--- src/rtl/hamming_pkg.sv ---
// Shared SECDED constants: code-size modes, per-mode K/P/N and parity column tables.
// The column tables are reused by the decoder's syndrome logic.
package hamming_pkg;

    typedef enum logic [1:0] {
        MODE_SMALL   = 2'b00,
        MODE_MEDIUM  = 2'b01,
        MODE_LARGE   = 2'b10,
        MODE_ILLEGAL = 2'b11
    } code_mode_e;

    localparam int K_SMALL  = 4;
    localparam int P_SMALL  = 4;
    localparam int N_SMALL  = 8;
    localparam int K_MEDIUM = 11;
    localparam int P_MEDIUM = 5;
    localparam int N_MEDIUM = 16;
    localparam int K_LARGE  = 26;
    localparam int P_LARGE  = 6;
    localparam int N_LARGE  = 32;

    // Column of data bit i: the i-th ascending (P-1)-bit value with popcount >= 2.
    localparam logic [P_SMALL-2:0] COL_SMALL [K_SMALL] = '{3'd3, 3'd5, 3'd6, 3'd7};

    localparam logic [P_MEDIUM-2:0] COL_MEDIUM [K_MEDIUM] = '{
        4'd3, 4'd5, 4'd6, 4'd7, 4'd9, 4'd10, 4'd11, 4'd12, 4'd13, 4'd14, 4'd15
    };

    localparam logic [P_LARGE-2:0] COL_LARGE [K_LARGE] = '{
        5'd3,  5'd5,  5'd6,  5'd7,  5'd9,  5'd10, 5'd11, 5'd12, 5'd13,
        5'd14, 5'd15, 5'd17, 5'd18, 5'd19, 5'd20, 5'd21, 5'd22, 5'd23,
        5'd24, 5'd25, 5'd26, 5'd27, 5'd28, 5'd29, 5'd30, 5'd31
    };

endpackage

--- src/rtl/hamming_parity_gen.sv ---
// Combinational SECDED codeword builder: parity bits low, data above, zero-extended.
// Illegal mode yields an all-zero codeword.
module hamming_parity_gen
    import hamming_pkg::*;
#(
    parameter int DATA_WIDTH = 32
) (
    input  logic [K_LARGE-1:0]    i_data,
    input  code_mode_e            i_mode,
    output logic [DATA_WIDTH-1:0] o_codeword
);

    logic [P_SMALL-1:0]  w_par_s;
    logic [P_MEDIUM-1:0] w_par_m;
    logic [P_LARGE-1:0]  w_par_l;
    logic [N_LARGE-1:0]  w_cw;

    always_comb begin
        w_par_s = '0;
        w_par_m = '0;
        w_par_l = '0;
        for (int i = 0; i < K_SMALL; i++)
            for (int r = 0; r < P_SMALL - 1; r++)
                if (COL_SMALL[i][r]) w_par_s[r] = w_par_s[r] ^ i_data[i];
        for (int i = 0; i < K_MEDIUM; i++)
            for (int r = 0; r < P_MEDIUM - 1; r++)
                if (COL_MEDIUM[i][r]) w_par_m[r] = w_par_m[r] ^ i_data[i];
        for (int i = 0; i < K_LARGE; i++)
            for (int r = 0; r < P_LARGE - 1; r++)
                if (COL_LARGE[i][r]) w_par_l[r] = w_par_l[r] ^ i_data[i];
        // Top parity bit makes the whole codeword even.
        w_par_s[P_SMALL-1]  = ^{i_data[K_SMALL-1:0],  w_par_s[P_SMALL-2:0]};
        w_par_m[P_MEDIUM-1] = ^{i_data[K_MEDIUM-1:0], w_par_m[P_MEDIUM-2:0]};
        w_par_l[P_LARGE-1]  = ^{i_data[K_LARGE-1:0],  w_par_l[P_LARGE-2:0]};
    end

    always_comb begin
        w_cw = '0;
        case (i_mode)
            MODE_SMALL:  w_cw = N_LARGE'({i_data[K_SMALL-1:0],  w_par_s});
            MODE_MEDIUM: w_cw = N_LARGE'({i_data[K_MEDIUM-1:0], w_par_m});
            MODE_LARGE:  w_cw = {i_data[K_LARGE-1:0], w_par_l};
            default:     w_cw = '0;
        endcase
    end

    assign o_codeword = DATA_WIDTH'(w_cw);

endmodule

--- src/rtl/hamming_encoder.sv ---
// Two-stage streaming SECDED encoder with valid/ready on both sides,
// illegal-mode flagging and a saturating count of delivered codewords.
module hamming_encoder
    import hamming_pkg::*;
#(
    parameter int DATA_WIDTH = 32,
    parameter int CNT_WIDTH  = 16
) (
    input  logic                  clk,
    input  logic                  rst,
    input  logic                  in_valid,
    output logic                  in_ready,
    input  logic [DATA_WIDTH-1:0] data_in,
    input  logic [1:0]            code_mode,
    output logic                  out_valid,
    input  logic                  out_ready,
    output logic [DATA_WIDTH-1:0] codeword_out,
    output logic                  mode_err,
    output logic [CNT_WIDTH-1:0]  enc_count
);

    localparam logic [CNT_WIDTH-1:0] CNT_MAX = '1;

    // Handshake: a transfer happens on a rising edge where valid && ready;
    // valid holds its word until that edge, ready may depend on the far side.
    logic                  r_s1_valid;
    logic [K_LARGE-1:0]    r_s1_data;
    code_mode_e            r_s1_mode;
    logic                  r_s2_valid;
    logic [DATA_WIDTH-1:0] r_s2_cw;
    logic                  r_s2_err;
    logic [CNT_WIDTH-1:0]  r_enc_count;

    logic                  w_s2_load;
    logic                  w_in_xfer;
    logic                  w_out_xfer;
    logic [DATA_WIDTH-1:0] w_cw;
    logic                  w_unused_hi;

    assign w_s2_load   = !r_s2_valid || out_ready;
    assign in_ready    = !rst && (!r_s1_valid || w_s2_load);
    assign w_in_xfer   = in_valid && in_ready;
    assign w_out_xfer  = r_s2_valid && out_ready;
    assign w_unused_hi = ^data_in[DATA_WIDTH-1:K_LARGE];

    hamming_parity_gen #(.DATA_WIDTH(DATA_WIDTH)) u_parity_gen (
        .i_data     (r_s1_data),
        .i_mode     (r_s1_mode),
        .o_codeword (w_cw)
    );

    always_ff @(posedge clk or posedge rst) begin
        if (rst) begin
            r_s1_valid <= 1'b0;
            r_s1_data  <= '0;
            r_s1_mode  <= MODE_SMALL;
        end else begin
            if (in_ready) r_s1_valid <= in_valid;
            if (w_in_xfer) begin
                r_s1_data <= data_in[K_LARGE-1:0];
                r_s1_mode <= code_mode_e'(code_mode);
            end
        end
    end

    always_ff @(posedge clk or posedge rst) begin
        if (rst) begin
            r_s2_valid <= 1'b0;
            r_s2_cw    <= '0;
            r_s2_err   <= 1'b0;
        end else if (w_s2_load) begin
            r_s2_valid <= r_s1_valid;
            if (r_s1_valid) begin
                r_s2_cw  <= w_cw;
                r_s2_err <= (r_s1_mode == MODE_ILLEGAL);
            end
        end
    end

    always_ff @(posedge clk or posedge rst) begin
        if (rst)
            r_enc_count <= '0;
        else if (w_out_xfer && r_enc_count != CNT_MAX)
            r_enc_count <= r_enc_count + 1'b1;
    end

    assign out_valid    = r_s2_valid;
    assign codeword_out = r_s2_cw;
    assign mode_err     = r_s2_err;
    assign enc_count    = r_enc_count;

endmodule

--- config.mk ---
export PLATFORM = sky130hd
export DESIGN_NAME = hamming_encoder
export DESIGN_NICKNAME = d
export VERILOG_FILES = /design/src/rtl/hamming_pkg.sv /design/src/rtl/hamming_parity_gen.sv /design/src/rtl/hamming_encoder.sv
export SDC_FILE = /design/constraint.sdc
export NUM_CORES = 1
export LEC_CHECK = 0
export ABC_CLOCK_PERIOD_IN_PS = 6600
export CORE_UTILIZATION = 30
export DETAILED_ROUTE_END_ITERATION = 10
export PLACE_DENSITY = 0.51
export SYNTH_ARGS = -nofsm -noshare
export SYNTH_HDL_FRONTEND = slang
export SYNTH_SLANG_ARGS = --single-unit
--- constraint.sdc ---
create_clock -name clk -period 6.6 [get_ports clk]
set_clock_uncertainty 0.15 [all_clocks]
set_input_delay 0.66 -clock clk [delete_from_list [all_inputs] [get_ports clk]]
set_output_delay 0.66 -clock clk [all_outputs]
set_load 0.02 [all_outputs]
# Yosys cells after proc, flatten, opt, wreduce, memory -nomap -nowiden
# Index checks and enable logic that the tools add are counted.
# classes
bitwise_logic,70
muxes,1
eq_ne,4
reduce_logical,14
n_addsub,1
# ops
op,count
$pmux 32 s3,1
$xor 1x1->1,70
$reduce_xor 31->1,1
$add 16x1->16 const B,1
$ne 16x16->1 const B,1
$reduce_xor 15->1,1
$reduce_xor 7->1,1
$eq 2x2->1 const B,2
$logic_and 1x1->1,4
$logic_not 1->1,3
$eq 2x1->1 const B,1
$logic_not 2->1,1
$logic_or 1x1->1,2
$reduce_and 2->1,1
# totals
reg_bits,79
word_cells,97
out_inout_bits,51
input_bits,38

# Longest topological paths before layout
# logic_depth
ltp_word,16
depth_mapped,7
mapped_depth_nobuf,7

# Cells and area by module
# A second synthesis with hierarchy kept.
# unflattened
hier_cells,325
area_unflattened_um2,4107.7
# modules_own_cells
mod,seq_area_each_um2,cells_each,instances,area_each_um2
hamming_encoder,1976.9,211,1,3116.7
hamming_parity_gen,0.0,114,1,991.0

# Worst setup path after synthesis
# No wires, ideal clock.
# synth_path
path_type,input port to flip-flop
from,input out_ready
to,register r_s1_data[0]
setup_time_ns,0.125
path_stages,6
n_path_buf,2
slack_ns,4.308
required_time_ns,6.325
t_arrival_ns,2.018
path_cell_list,nor2b_1 > a21oi_1 > nand2_1 > clkbuf_1 > buf_2 > mux2_2
# synth_between
elab_chain_len,4
# synth_lines
element,line,source
from (decl),hamming_encoder.sv:16,"input logic out_ready,"
$logic_or 1x1->1,hamming_encoder.sv:40,assign w_s2_load = !r_s2_valid || out_ready;
$logic_or 1x1->1,hamming_encoder.sv:41,assign in_ready = !rst && (!r_s1_valid || w_s2_load);
$logic_and 1x1->1,hamming_encoder.sv:41,
net in_ready,hamming_encoder.sv:12,"output logic in_ready,"
$logic_and 1x1->1,hamming_encoder.sv:42,assign w_in_xfer = in_valid && in_ready;
to (signal assigned),hamming_encoder.sv:60,r_s1_data <= data_in[K_LARGE-1:0];
to (decl),hamming_encoder.sv:27,logic [K_LARGE-1:0] r_s1_data;
# The timed path passes the listed nets, and every way through them passes these cells.
# A chain may end at the register's enable or synchronous reset.

# Worst setup path after layout
# layout_path
from,input out_ready
to,output in_ready
# layout_between
elab_chain_len,3
# layout_lines
element,line
$logic_or 1x1->1,hamming_encoder.sv:40
$logic_or 1x1->1,hamming_encoder.sv:41
$logic_and 1x1->1,hamming_encoder.sv:41
to (decl),hamming_encoder.sv:12
# No other way between the ends.

==> impl_results.md <==
- Status: complete, no violations
- Slew Limit Fails: 0
- Via-per-instance ratio: 4.57
- Final Critical Period: 2.99 ns
- Max cap viols: 0
- Synth Warn #: 0
- Setup bufs post-CTS: 0
- Worst setup EP type: output pin
- Average routed wire per standard cell: roughly 15 microns
- Final Hold Fails: 0
- Layout area overhead: 33.5%
- Most common cell on crit path: clkdlybuf4s50_1
- Mapped cell area: 0.00395 sq mm
- Resize count post-CTS: 0
- FFs w/ async S/R, synth: 100%
- Power Internal: 1.57 mW
- Most used DFF post-synth: dfrtp_1
- Register area: 0.00198 sq mm
- Max clock buf depth: 2
- Total grt overflow: 0
- Number of cells on the worst hold path: 2
- Final WL: 9170 microns
- Reg2Reg Launch Point: r_s1_data[0]
- Overall Global Routing Usage: 14.4%
- RSZ-0062 raised after global routing: false
- Switching portion of total power: 34.9%
- CTS tree: done
- Core Util, Final: between 40% and 50%
- Worst hold start: codeword_out[27]
- Mapped Avg Cell Area: approximately 11 sq um
- Worst R2R End: codeword_out[1]
- Number of CTS-inserted buffers: 9
- Tcrit/Tclk final: 45.3%
- Slowest cell on crit path: clkdlybuf4s50_1
- Startpoint types: input pin
- Antenna violations before repair: 0
- Post-synth top area share: 50.0%
- Sink Count: roughly 80
- Share of layout cells above drive strength 1: about an eighth
- Register-to-Register Path Depth: 6
- Switching power: approximately 0.84 mW
- Filler cell count: between 1000 and 1500
- Worst-path clk slew: 0.06 ns
- Root Driver: clkbuf_16
- Crit path max fanout: 6
- Yosys reg bits: slightly below 80
- Pre-antenna DRT Iters: 4
- Gpl congestion: 0.859
- Ports: 89
- Sequential share of power: 30.5%
- Seq/Total Area, Yosys: 50.0%
- Num rows: 41
- Worst EP arrival: 2.18 ns
- First-pass GRT wire length: 14600 microns
- CP Cell Sequence: clkdlybuf4s50_1 > nor2b_1 > a21oi_1 > clkdlybuf4s50_1
- Die Area: around 0.014 sq mm
- Required time of the worst setup path: ~5.8 ns
- Fmax: 334 MHz
- N_diodes: 0
- Commonest cells in the netlist: dfrtp_1, nand2_1, xnor2_1
- Max stage delay on crit path: 0.64 ns
- Distinct cells, synth: between 40 and 50
- TNS Setup: 0 ns
- Die Span X: 117 microns
- H-tree levels: 3
- Combinational group share of total power: 46.6%
- PwrDens: 456 mW/mm^2
- LEAKAGE: 2.25 nW
- Post-synth EDFFs: 0
- Via count: 2819
- Starting Density: 31.0%
- Largest net degree at the start of global routing: 66
- Hold Path End: codeword_out[27]
- Final HPWL DP: 6270 microns
- Setup Crit Path Kind: input pin to output pin
- Clock network power share: 23.0%
- Synth Instances: 361
- Relative slew slack: 43.5%
- Min-Delay Path Class: register to register
- Leading post-synthesis cells by cell area: dfrtp_1, xnor2_1, mux2_2
- Post-CTS Hold Buffers: 0
- Die height: approximately 120 microns
- Max IR drop VDD: 0.257 mV
- Multi-input gate area: approximately 0.0019 sq mm
- Area leader, netlist: dfrtp_1
- Number of DRC markers in iteration 0: a little over 90
- R2r setup slk: 4.37 ns
- Count leader, synth: dfrtp_1
- Worst slew pin tran: 0.848 ns
- Port Buf Inserts: 82
- DRC viols: 0
- Remaining antenna violation count after routing: 0
- Fin nets: 479
- Clk Latency, worst-skew pair: approximately 0.34 ns
- Syn Nets: 400
- Final setup violation count: 0
- Area of the core: 0.0127 sq mm
- Vias in the first global route: ~2800
==> placed cells by master, fill, tap and decap left out, types with 3 or more instances in the layout <==
cell type and instances:
buf_4 5, clkdlybuf4s50_1 82, a21oi_1 5, nor3_1 3, nand2_1 53, mux2_2 23
xnor3_1 4, clkbuf_16 9, xor2_1 16, nor2_1 26, dfrtp_1 79, a221oi_1 8
nor2b_1 3, xnor2_1 45, mux2_1 6, nand3_1 31, o21ai_0 3, mux2i_1 4
==> cell families after synthesis <==
logic type	synth area share [%]
AOI/OAI and AO/OA	5.70
xor gates and xnor gates	17.8
adders and majority gates	0.317
buffers and inverters	2.41
DFF	50.0
muxes	9.66
and+or+nand+nor	14.0
==> stage by stage <==
stage | power [mW] | std cells | setup slack, ns | hold WS, ns | area [sq um]
floorplan | 1.54 | 361 | 3.77 | 0.337 | 3950
global placement | 1.86 | 601 | 3.61 | 0.304 | 4940
detailed placement | 1.87 | 601 | 3.63 | 0.305 | 4940
CTS | 2.44 | 617 | 3.62 | 0.323 | 5270
global route | 2.56 | 617 | 3.58 | 0.344 | 5270
finish | 2.41 | 617 | 3.61 | 0.322 | 5270
==> metal layers <==
layer	up-vias	share of wire, %	GRT usage [%]
met2	62	46	22.5
met4	0	1.7	5.82
li1	1381	-	-
met5	-	0	0
met3	10	4.1	3.58
met1	1366	48	19.2
==> state kept, by name (all words and copies together), names as in the netlist <==
| register | flops |
|---|---|
| r_s1_mode | 2 |
| r_s1_valid | 1 |
| out_valid | 1 |
| mode_err | 1 |
| r_s1_data | 26 |
| codeword_out | 32 |
| enc_count | 16 |
==> power groups by stage <==
stage / logic (mW) / clock network, mW / registers [mW]
5_1_grt: 1.22 / 0.591 / 0.754
2_1_floorplan: 0.730 / 0 / 0.810
3_3_place_gp: 1.12 / 0 / 0.740
6_report: 1.12 / 0.553 / 0.733
4_1_cts: 1.14 / 0.566 / 0.737
3_5_place_dp: 1.13 / 0 / 0.745
==> critical path, delay by kind of cell <==
family                 cells  cell delay, ns
AOI/OAI and AO/OA          1            0.22
and+or+nand+nor            1            0.09
buffers and inverters      2            1.21
==> final cells by class <==
class                   instances  area share, %
clock buffers                  11           4.79
well taps                     172           4.08
repair buffers                 87           16.3
flip-flops and latches         79           37.5
inverters                       2          0.166
multi-input cells             261           35.7
clock inverters                 5           1.52
==> how the worst max path moves through the flow <==
stage	start	to	slack (ns)	depth (start not counted)
final	out_ready	in_ready	3.61	4
after global routing	out_ready	in_ready	3.58	4
after floorplan	rst	codeword_out[0]	3.77	1
after CTS	out_ready	in_ready	3.62	4
after detailed placement	out_ready	in_ready	3.63	4
after global placement	out_ready	in_ready	3.61	4
Power figures use the tool's default switching activity.
